<file path="config.mk">
export PLATFORM = sky130hd
export DESIGN_NAME = rv_muldiv_iter
export DESIGN_NICKNAME = d
export VERILOG_FILES = /design/src/rtl/rv_muldiv_iter.sv
export SDC_FILE = /design/constraint.sdc
export NUM_CORES = 1
export LEC_CHECK = 0
export BUFFER_PORTS_ARGS = -buffer_cell sky130_fd_sc_hd__buf_2
export CAP_MARGIN = 10
export CORE_UTILIZATION = 35
export DETAILED_ROUTE_END_ITERATION = 12
export PLACE_DENSITY_LB_ADDON = 0.05
export SKIP_CTS_REPAIR_TIMING = 1
export SLEW_MARGIN = 10
export SYNTH_ARGS = -nofsm -noshare
export SYNTH_HDL_FRONTEND = slang
export SYNTH_SLANG_ARGS = --single-unit
</file>
<file path="constraint.sdc">
create_clock -name clk -period 4 [get_ports clk]
set_input_delay 0.2 -clock clk [delete_from_list [all_inputs] [get_ports clk]]
set_output_delay 0.2 -clock clk [all_outputs]
set_load 0.02 [all_outputs]
</file>
<file path="src/rtl/rv_muldiv_iter.sv">
// Iterative RV32M multiply/divide unit.
// Shift-add multiply into a 2*XLEN accumulator and restoring divide, UNROLL
// bits per RUN cycle. Operands are reduced to magnitudes on accept and the
// sign is re-applied when the result register loads.
//
// state  | meaning
// -------+---------------------------------------------------------------
// S_IDLE | waiting for start; result holds the last completed value
// S_RUN  | iterating; count==0 means the accumulator is final
// S_DONE | one-cycle done pulse, result valid
module rv_muldiv_iter #(
  parameter int XLEN   = 32,
  parameter int UNROLL = 1
) (
  input  logic            clk,
  input  logic            reset,
  input  logic            start,
  input  logic            kill,
  input  logic [2:0]      funct3,
  input  logic [XLEN-1:0] a,
  input  logic [XLEN-1:0] b,
  output logic            busy,
  output logic            done,
  output logic [XLEN-1:0] result
);

  localparam int N  = XLEN / UNROLL;
  localparam int CW = $clog2(N + 1);
  localparam logic [XLEN-1:0] MIN_NEG = {1'b1, {(XLEN-1){1'b0}}};

  typedef enum logic [1:0] {S_IDLE, S_RUN, S_DONE} state_t;

  state_t            state, state_nxt;
  logic              load_op, step_en, load_res;

  logic [CW-1:0]     count;
  logic [2*XLEN-1:0] acc;       // mul: {partial hi, multiplier}; div: {remainder, quotient}
  logic [XLEN-1:0]   mag;       // multiplicand or divisor magnitude
  logic [2:0]        op;
  logic              neg;
  logic              special;   // acc[XLEN-1:0] already holds the final result

  // operand decode on the accepting edge
  logic              is_div, a_signed, b_signed, sa, sb;
  logic [XLEN-1:0]   abs_a, abs_b, special_val;
  logic              div_zero, div_ovf, special_in, neg_in;

  // iteration and result formatting
  logic [2*XLEN-1:0] acc_step, t, prod_fin;
  logic [XLEN:0]     sum, rs, diff;
  logic [XLEN-1:0]   mul_sel, quot_fin, rem_fin, fin;

  // signedness, magnitudes and special-case detection from the raw inputs
  always_comb begin
    is_div      = funct3[2];
    a_signed    = funct3[2] ? ~funct3[0] : (funct3[1:0] != 2'b11);
    b_signed    = funct3[2] ? ~funct3[0] : ~funct3[1];
    sa          = a_signed & a[XLEN-1];
    sb          = b_signed & b[XLEN-1];
    abs_a       = sa ? -a : a;
    abs_b       = sb ? -b : b;
    div_zero    = is_div && (b == '0);
    div_ovf     = is_div && !funct3[0] && (a == MIN_NEG) && (b == '1);
    special_in  = div_zero | div_ovf;
    special_val = div_zero ? (funct3[1] ? a : '1) : (funct3[1] ? '0 : a);
    neg_in      = (is_div && funct3[1]) ? sa : (sa ^ sb);
  end

  // UNROLL iterations of shift-add or restoring-divide on the accumulator
  always_comb begin
    t    = acc;
    sum  = '0;
    rs   = '0;
    diff = '0;
    for (int i = 0; i < UNROLL; i++) begin
      if (!op[2]) begin
        sum = {1'b0, t[2*XLEN-1:XLEN]} + (t[0] ? {1'b0, mag} : '0);
        t   = {sum, t[XLEN-1:1]};
      end else begin
        rs   = {t[2*XLEN-1:XLEN], t[XLEN-1]};
        diff = rs - {1'b0, mag};
        if (!diff[XLEN])
          t = {diff[XLEN-1:0], t[XLEN-2:0], 1'b1};
        else
          t = {rs[XLEN-1:0], t[XLEN-2:0], 1'b0};
      end
    end
    acc_step = t;
  end

  // sign correction and result select
  always_comb begin
    prod_fin = neg ? -acc : acc;
    mul_sel  = (op[1:0] == 2'b00) ? prod_fin[XLEN-1:0] : prod_fin[2*XLEN-1:XLEN];
    quot_fin = neg ? -acc[XLEN-1:0] : acc[XLEN-1:0];
    rem_fin  = neg ? -acc[2*XLEN-1:XLEN] : acc[2*XLEN-1:XLEN];
    if (special)
      fin = acc[XLEN-1:0];
    else if (!op[2])
      fin = mul_sel;
    else
      fin = op[1] ? rem_fin : quot_fin;
  end

  // state register
  always_ff @(posedge clk) begin
    if (reset) state <= S_IDLE;
    else       state <= state_nxt;
  end

  // next state and control strobes; special cases take one RUN pass with
  // count already 0, giving them a fixed one-edge turnaround
  always_comb begin
    state_nxt = state;
    load_op   = 1'b0;
    step_en   = 1'b0;
    load_res  = 1'b0;
    case (state)
      S_IDLE: begin
        if (start && !kill) begin
          load_op   = 1'b1;
          state_nxt = S_RUN;
        end
      end
      S_RUN: begin
        if (kill) begin
          state_nxt = S_IDLE;
        end else if (count == '0) begin
          load_res  = 1'b1;
          state_nxt = S_DONE;
        end else begin
          step_en = 1'b1;
        end
      end
      S_DONE:  state_nxt = S_IDLE;
      default: state_nxt = S_IDLE;
    endcase
  end

  assign busy = (state != S_IDLE);
  assign done = (state == S_DONE);

  // datapath registers
  always_ff @(posedge clk) begin
    if (reset) begin
      count   <= '0;
      acc     <= '0;
      mag     <= '0;
      op      <= '0;
      neg     <= 1'b0;
      special <= 1'b0;
      result  <= '0;
    end else begin
      if (load_op) begin
        op      <= funct3;
        neg     <= neg_in;
        special <= special_in;
        mag     <= is_div ? abs_b : abs_a;
        count   <= special_in ? '0 : CW'(N);
        if (special_in)
          acc <= {{XLEN{1'b0}}, special_val};
        else
          acc <= {{XLEN{1'b0}}, (is_div ? abs_a : abs_b)};
      end
      if (step_en) begin
        acc   <= acc_step;
        count <= count - CW'(1);
      end
      if (load_res)
        result <= fin;
    end
  end

endmodule
</file>
==> flow_metrics.tcl, run 1 <==
set metrics [dict create \
    wl_per_cell_um 23.41 \
    slew_headroom_pct 36.47 \
    clk_latency_ns 0.47 \
    synth_seq_cells 141 \
    comb_power_share_pct 30.1 \
    layout_common_cells "nor2_1 (223), nand2_1 (209), a21oi_1 (195)" \
    maxSlewViolCount 0 \
    p_int_mw 3.174 \
    grt_first_pass_wirelength_mm 98.08 \
    yosysUniqueCellTypes 83 \
    ant_nets 0 \
    die_h_um 208.3 \
    criticalPathCategory "reg -> reg" \
    worstPathArrival_ns 4.18 \
    finalClockSkew_ns 0.01419 \
    fmax_mhz 263.2 \
    setup_ws_ns 0.2000 \
    leakage_nw 6.799 \
    vias_per_cell 5.988 \
    p_sw_mw 1.742 \
    cts_tree "done" \
    die_w_um 208.3 \
    synthToLayoutAreaGrowth_pct 14.03 \
    period_share_pct 95.00 \
    setup_viol 0 \
    synth_top_flop_cell "dfxtp_1" \
    async_flop_share_pct 0 \
    track_usage_pct 29.56 \
    vias 16480 \
    cts_max_level 4 \
    io_buffers 104 \
    critPathRequiredTime_ns 4.38 \
    syn_area_sq_um 14900 \
    final_util_pct 40.50 \
    p_per_area_nw_per_um2 289.3 \
    synth_enable_flop_cells 0 \
    initial_core_util_pct 35.52 \
    wirelength_mm 64.42 \
    cp-end-kind "flop" \
    final_nets 2343 \
    dieArea_sq_um 43400 \
    postSynthCellCount 2150 \
    switching_share_pct 35.44 \
    place_congestion 0.9466 \
    finalHoldViolCount 0 \
    drive_above_1_share_pct 13.07 \
    fillCellCount 4549 \
    power_mw 4.916 \
    cts.sinks 141 \
    seqPwrFrac_pct 31.2 \
    clock_path_buffers 2 \
    syn_avg_cell_area_sq_um 6.929 \
    grt_pass1_vias 15528 \
    clk_pin_slew_worst_paths_ns 0.06 \
    timing.hold.ws_ns 0.09746 \
    grt_max_degree 50 \
    drv_cap 0 \
    ys_seq_area_share_pct 18.95 \
    worstMarginPinSlew_ns 0.9443 \
    rsz0062_at_grt "no" \
    min_path_type "in -> reg" \
    syn_nets 2294 \
    setup-tns-final_ns 0 \
    p_clk_share_pct 38.7 \
    clockRootBuffer "clkbuf_16" \
    crit_path_start_kind "flop" \
    drc 0 \
    place.detailed.hpwl_mm 50.68 \
    pin_count 105 \
    yosysWarnings 0 \
    grt_overflow 0 \
    fin_crit_ns 3.800 \
    crit_fanout 8 \
    cts_buffers 17 \
    status "finished, final reports clean" \
    dr.pass1.iters 7 \
    grt_antenna_before_repair 1 \
    placementRows 75 \
    core_sq_um 41950 \
    dpl_worst_slack_ns -0.04246 \
    drtIter0Drc 1606 \
    mostFrequentLayoutCell "nor2_1" \
    ir_drop_v 0.0001955 \
]
==> final cells by class <==
class	count	area, sq um	share of cell area (%)
Multi-Input combinational cell	1749	11150	65.64
Sequential cell	141	2828	16.64
Timing Repair Buffer	207	1334	7.851
Tap cell	539	674.4	3.970
Clock buffer	19	464.2	2.732
Inverter	83	311.5	1.834
Clock inverter	13	224.0	1.318
Antenna cell	1	2.502	0.01473
==> metal layers <==
layer	vias to the layer above	global-route usage [%]	part of all wire, %
met5	-	0	0
met4	0	11.83	3.7
met3	93	3.094	4.6
met2	520	46.56	45
met1	7920	41.09	47
li1	7947	-	-
==> worst max-delay path, cell delays in order, from the launching register on <==
cell	delay, ns
dfxtp_1	0.33
buf_4	0.17
ha_1	0.21
inv_1	0.07
fa_1	0.43
nand2b_1	0.20
a21oi_1	0.31
o2111ai_1	0.36
a21o_1	0.29
a31oi_1	0.22
buf_4	0.19
a311oi_1	0.14
o21ai_0	0.18
o31ai_1	0.15
a211o_1	0.34
a31oi_1	0.14
==> through the flow <==
step,instances,instance area [sq um]
6_report,2752,16990
5_1_grt,2752,16990
4_1_cts,2748,16920
3_5_place_dp,2716,16230
3_3_place_gp,2716,16230
2_1_floorplan,2150,14900
==> cells in the mapped netlist (10+ instances only) <==
library cell    n  area [sq um]
xor2_1         74         648.1
dfxtp_1       141          2823
o41ai_1        18         157.7
a221oi_1       31         271.5
a22oi_1        22         165.2
and3_1         18         112.6
and2_1         17         106.4
clkbuf_1      156         585.6
or4_1          17         127.6
a2111oi_0      11         96.34
nor2_1        225         844.6
mux2_2         15         168.9
o31ai_1        25         187.7
a31oi_1        28         175.2
nand2b_1       25         156.4
buf_1          10         37.54
a21oi_1       195         975.9
nand2_1       209         784.5
nor3_1         62         310.3
mux2i_1        46         460.4
xnor2_1        95         832.1
o221ai_1       11         96.34
o21ai_0       189         945.9
nand3_1        46         230.2
ha_1           71         888.4
nand4_1        18         112.6
a211oi_1       29         217.7
o211ai_1       42         315.3
inv_1          80         300.3
a311oi_1       15         131.4
a21o_1         28         210.2
nor4_1         28         175.2
o21a_1         14         105.1
==> cell families (layout without fill, tap and decap cells) <==
kind of cell    after synthesis  in the layout  synth area share [%]
buf+inv                     260            322                 6.685
compound gates              726            726                 31.23
simple gates                720            720                 22.74
flops                       141            141                 18.95
other cells                   0              1                     0
xor+xnor                    169            169                 9.935
fa+ha+maj                    73             73                 6.232
mux                          61             61                 4.224
==> final timing paths <==
kind | from | to | slack, ns | cells after the start
worst max register to register | acc[32] | acc[63] | 0.20 | 15
worst max-delay path | acc[32] | acc[63] | 0.20 | 15
worst min register to register | result[7] | result[7] | 0.45 | 2
worst min-delay path | funct3[0] | op[0] | 0.1 | 3
==> registers in the layout (all words and copies together) (netlist names) <==
signal	count
special	1
mag	32
count	6
neg	1
op	3
acc	64
result	32
state	2
==> power groups by stage <==
stage / combinational [mW] / clock [mW] / sequential (mW)
3_3_place_gp: 1.44 / 0 / 1.56
2_1_floorplan: 0.952 / 0 / 1.52
3_5_place_dp: 1.44 / 0 / 1.56
5_1_grt: 1.61 / 1.98 / 1.54
6_report: 1.48 / 1.90 / 1.53
4_1_cts: 1.45 / 1.94 / 1.53
(Power assumes the default switching activity.)
==> run 2: changes to the inputs <==
- clock period: 4 -> 4.1 ns (I/O delays scaled with it)
==> run 2 against run 1 <==
Effect of this change:
- cell count down 0.36%
- core utilization fell by 0.47 points
- power shrank 7.5%
- wire length increased by 0.14%
- setup slack better by 0.023 ns
- sequential share of layout area grew 0.20 points
- combinational power shrank 4%
- design area is 1.2% lower
==> flow_metrics.tcl, run 2 (synthesis results as in run 1) <==
set metrics [dict create \
    p_per_area_nw_per_um2 270.9 \
    seqPwrFrac_pct 32.8 \
    dieArea_sq_um 43400 \
    min_path_type "in -> reg" \
    comb_power_share_pct 31.3 \
    layout_common_cells "nor2_1 (223), nand2_1 (209), a21oi_1 (195)" \
    grt_max_degree 78 \
    grt_overflow 0 \
    worstMarginPinSlew_ns 1.000 \
    setup_viol 0 \
    r2r_slack_ns 0.22 \
    core_sq_um 41950 \
    maxSlewViolCount 0 \
    grt_pass1_vias 15478 \
    cts.sinks 141 \
    final_nets 2335 \
    fin_crit_ns 3.877 \
    worstPathArrival_ns 4.20 \
    drtIter0Drc 1373 \
    hold_depth 3 \
    largest_register_ffs 64 \
    pin_count 105 \
    die_h_um 208.3 \
    track_usage_pct 29.46 \
    diodes 0 \
    io_buffers 104 \
    final_util_pct 40.03 \
    leakage_nw 6.698 \
    grt_first_pass_wirelength_mm 97.68 \
    clock_path_buffers 2 \
    fillCellCount 4545 \
    fmax_mhz 258.0 \
    clockRootBuffer "clkbuf_16" \
    setup_ws_ns 0.2234 \
    startpoint "acc[31]" \
    place_congestion 0.9674 \
    setup-tns-final_ns 0 \
    clk_pin_slew_worst_paths_ns 0.07 \
    wirelength_mm 64.51 \
    max_stage_delay_ns 0.42 \
    cts_buffers 17 \
    switching_share_pct 37.57 \
    cp_num_buf_inv 2 \
    cts_max_level 4 \
    cp-end-kind "flop" \
    hold_end "op[0]" \
    place.detailed.hpwl_mm 50.23 \
    dpl_worst_slack_ns -0.0008655 \
    ir_drop_v 0.0002034 \
    drive_above_1_share_pct 12.71 \
    drc 0 \
    vias 16492 \
    p_clk_share_pct 35.9 \
    reg2reg_depth 14 \
    crit_path_start_kind "flop" \
    path_cells "inv_1 > ha_1 > fa_1 > nand2b_1 > a21oi_1 > o41ai_2 > o31ai_2 > o31ai_4 > a211oi_2 > nor3_1 > nor2_4 > buf_12 > mux2i_1 > a2111oi_0" \
    placementRows 75 \
    crit_fanout 26 \
    reg_top3 "acc: 64 flops, mag: 32 flops, result: 32 flops" \
    initial_core_util_pct 35.52 \
    die_w_um 208.3 \
    min_from "funct3[0]" \
    finalHoldViolCount 0 \
    rsz0062_at_grt "yes" \
    critical_path.slowest_cell "o31ai_2" \
    crit_family "compound AO/OA/AOI/OAI gates" \
    status "finished, final reports clean" \
    vias_per_cell 6.015 \
    criticalPathCategory "reg -> reg" \
    period_share_pct 94.55 \
    synthToLayoutAreaGrowth_pct 12.70 \
    mostFrequentLayoutCell "nor2_1" \
    max_flop_register "acc" \
    reg2reg_from "acc[31]" \
    grt_antenna_before_repair 0 \
    clk_latency_ns 0.45 \
    seq_area_sq_um 2829 \
    cts_tree "done" \
    p_sw_mw 1.709 \
    drv_cap 0 \
    dr.pass1.iters 6 \
    timing.hold.ws_ns 0.08842 \
    critPathRequiredTime_ns 4.42 \
    multi_input_area_sq_um 11140 \
    ant_nets 0 \
    slew_headroom_pct 32.69 \
    finalClockSkew_ns 0.01162 \
    p_int_mw 2.840 \
    worstReg2RegEnd "acc[0]" \
    wl_per_cell_um 23.53 \
]
## run 2: tightest hold or removal path, cell delays in order
cell and delay [ns]:
buf_2 0.16, nand2_1 0.07, a21oi_1 0.05
## run 2: final cells by class
class / count / area share [%]
repair buffers: 199 / 7.437
multi-input cells: 1749 / 66.38
clock inverters: 14 / 0.9315
flip-flops and latches: 141 / 16.85
inverters: 83 / 1.856
well taps: 539 / 4.017
clock buffers: 17 / 2.534
## run 2: worst max path at each step
stage,endpoint,slack (ns),cells after the start
4_1_cts,acc[0],-0.02,14
3_3_place_gp,acc[0],0.14,14
6_report,acc[0],0.22,14
3_5_place_dp,acc[0],-0.0009,14
5_1_grt,acc[0],-0.02,14
2_1_floorplan,acc[55],0.48,15
## run 2: per-layer routing
| metal | up-vias | part of all wire (%) | track usage, % |
|---|---|---|---|
| met4 | 0 | 3.6 | 11.42 |
| met3 | 91 | 4.7 | 2.868 |
| li1 | 7919 | - | - |
| met1 | 7962 | 47 | 40.71 |
| met5 | - | 0 | 0 |
| met2 | 520 | 45 | 47.01 |
## run 2: per-stage QoR
step | power, mW | std cells | instance area [sq um]
after detailed placement | 2.916 | 2711 | 16180
final | 4.549 | 2742 | 16790
after CTS | 4.546 | 2742 | 16760
after floorplan | 2.416 | 2150 | 14900
after global placement | 2.916 | 2711 | 16180
after global routing | 4.757 | 2742 | 16790
## run 2: power by group through the flow
stage / clock network (mW) / registers, mW / logic [mW]
after floorplan: 0 / 1.49 / 0.929
after global placement: 0 / 1.52 / 1.39
after detailed placement: 0 / 1.52 / 1.39
after CTS: 1.66 / 1.49 / 1.40
after global routing: 1.71 / 1.50 / 1.54
final: 1.63 / 1.49 / 1.42
==> run 3: changes to the inputs <==
- CAP_MARGIN: 10 -> 5
- CTS_BUF_LIST: not set -> sky130_fd_sc_hd__clkbuf_2 sky130_fd_sc_hd__clkbuf_4 sky130_fd_sc_hd__clkbuf_8
==> run 3 against run 2 <==
Effect of this change:
- count of clock-buffer cells in the layout unchanged
- wire length decreased by 0.27%
- clock power decreased by 25%
- critical path type unchanged
- critical endpoint is now acc[63]
==> flow_metrics.tcl, run 3 (synthesis results as in run 1) <==
set metrics [dict create \
    status "finished, final reports clean" \
    fmax_mhz 259.0 \
    drtIter0Drc 1527 \
    r2r_slack_ns 0.24 \
    max_stage_delay_ns 0.45 \
    reg_top3 "acc: 64 flops, mag: 32 flops, result: 32 flops" \
    grt_antenna_before_repair 0 \
    grt_max_degree 78 \
    clk_pin_slew_worst_paths_ns 0.11 \
    die_w_um 208.3 \
    layout_common_cells "nor2_1 (223), nand2_1 (209), a21oi_1 (195)" \
    hold_depth 3 \
    finalHoldViolCount 0 \
    cts_buffers 17 \
    power_mw 4.135 \
    place.detailed.hpwl_mm 50.23 \
    cp_num_buf_inv 2 \
    placed_cells_incl_taps 2711 \
    drive_above_1_share_pct 12.71 \
    switching_share_pct 39.95 \
    io_buffers 104 \
    clock_path_buffers 2 \
    die_h_um 208.3 \
    cp-end-kind "flop" \
    dieArea_sq_um 43400 \
    min_from "funct3[0]" \
    slew_headroom_pct 29.22 \
    maxSlewViolCount 0 \
    crit_fanout 8 \
    crit_path_frequent_cell "a31oi_1" \
    drv_cap 0 \
    min_path_type "in -> reg" \
    drc 0 \
    core_sq_um 41950 \
    hold_end "op[0]" \
    critical_path.slowest_cell "dfxtp_2" \
    fin_crit_ns 3.861 \
    vias 16497 \
    fillCellCount 4572 \
    diodes 0 \
    leakage_nw 6.610 \
    setup_viol 0 \
    track_usage_pct 29.39 \
    reg2reg_depth 15 \
    ir_drop_v 0.0001609 \
    p_clk_share_pct 29.6 \
    cts_max_level 4 \
    max_flop_register "acc" \
    mostFrequentLayoutCell "nor2_1" \
    comb_power_share_pct 34.3 \
    wirelength_mm 64.34 \
    cts_tree "done" \
    finalClockSkew_ns 0.02046 \
    period_share_pct 94.17 \
    initial_core_util_pct 35.52 \
    dr.pass1.iters 6 \
    vias_per_cell 6.016 \
    clockRootBuffer "clkbuf_8" \
    worstPathArrival_ns 4.28 \
    worstReg2RegEnd "acc[63]" \
    wl_per_cell_um 23.46 \
    p_sw_mw 1.652 \
    largest_register_ffs 64 \
    critPathRequiredTime_ns 4.52 \
    grt_overflow 0 \
    reg2reg_from "acc[0]" \
    grt_pass1_vias 15447 \
    worstMarginPinSlew_ns 1.052 \
    final_nets 2335 \
    layout.cells.non_filler 2742 \
    path_cells "and2_1 > ha_1 > inv_1 > fa_1 > nand2b_1 > a21oi_1 > o2111ai_1 > a21o_1 > a31oi_1 > buf_4 > a311oi_1 > o21ai_0 > o31ai_1 > a211o_1 > a31oi_1" \
    place_congestion 0.9674 \
    criticalPathCategory "reg -> reg" \
    cts.sinks 141 \
    rsz0062_at_grt "yes" \
    ant_nets 0 \
    crit_family "compound AO/OA/AOI/OAI gates" \
    p_per_area_nw_per_um2 249.1 \
    crit_path_start_kind "flop" \
    seqPwrFrac_pct 36.1 \
    pin_count 105 \
    synthToLayoutAreaGrowth_pct 11.41 \
    clk_latency_ns 0.49 \
    placementRows 75 \
    grt_first_pass_wirelength_mm 97.61 \
    p_int_mw 2.483 \
]
==> run 3: changes by cell type in the layout (fill, tap and decap cells not counted) <==
cell       delta
clkbuf_8     +17
o21ai_0       -1
o21ai_1       +1
clkbuf_16    -17
==> run 3: stage by stage <==
step | hold WS (ns) | setup TNS [ns] | cell area (sq um) | setup WS, ns | util (%)
2_1_floorplan | 0.3410 | 0 | 14900 | 0.4848 | -
3_3_place_gp | 0.4381 | 0 | 16180 | 0.1363 | 38.57
3_5_place_dp | 0.4452 | -0.0008655 | 16180 | -0.0008655 | 38.57
4_1_cts | 0.008789 | -0.01859 | 16570 | -0.01859 | 39.50
5_1_grt | 0.01527 | -0.02037 | 16600 | -0.02037 | 39.57
6_report | 0.04246 | 0 | 16600 | 0.2392 | 39.57
==> run 3: power groups by stage <==
stage | combinational [mW] | sequential, mW | clock, mW
after floorplan | 0.929 | 1.49 | 0
after global placement | 1.39 | 1.52 | 0
after detailed placement | 1.39 | 1.52 | 0
after CTS | 1.40 | 1.49 | 1.25
after global routing | 1.54 | 1.50 | 1.31
final | 1.42 | 1.49 | 1.22
==> run 3: worst reg2reg max path, stage by stage (launching register included) <==
cell	delay, ns
dfxtp_2	0.45
and2_1	0.16
ha_1	0.19
inv_1	0.07
fa_1	0.44
nand2b_1	0.20
a21oi_1	0.31
o2111ai_1	0.32
a21o_1	0.28
a31oi_1	0.25
buf_4	0.19
a311oi_1	0.15
o21ai_0	0.19
o31ai_1	0.14
a211o_1	0.33
a31oi_1	0.12
==> run 3: worst max-delay path by stage <==
stage,from,cells past startpoint,end,slack [ns]
after detailed placement,acc[31],14,acc[0],-0.0009
after CTS,acc[31],14,acc[0],-0.02
after global placement,acc[31],14,acc[0],0.14
after floorplan,acc[31],15,acc[55],0.48
after global routing,acc[31],14,acc[0],-0.02
final,acc[0],15,acc[63],0.24
==> run 3: cell type report <==
cell class / instances / area, sq um / area share, %
Sequential cell: 141 / 2829 / 17.04
Inverter: 83 / 311.5 / 1.877
Multi-Input combinational cell: 1749 / 11140 / 67.14
Tap cell: 539 / 674.4 / 4.063
Clock buffer: 17 / 234.0 / 1.410
Timing Repair Buffer: 199 / 1249 / 7.523
Clock inverter: 14 / 156.4 / 0.9423
==> run 3: routing by layer <==
| layer | vias to the layer above | part of all wire (%) | wire length (um) | track usage, % |
|---|---|---|---|---|
| met1 | 7945 | 46 | 29510 | 40.57 |
| met3 | 80 | 5.3 | 3398 | 2.777 |
| met4 | 0 | 3.5 | 2220 | 11.19 |
| met5 | - | 0 | 0 | 0 |
| met2 | 552 | 45 | 29210 | 47.12 |
| li1 | 7920 | - | - | - |
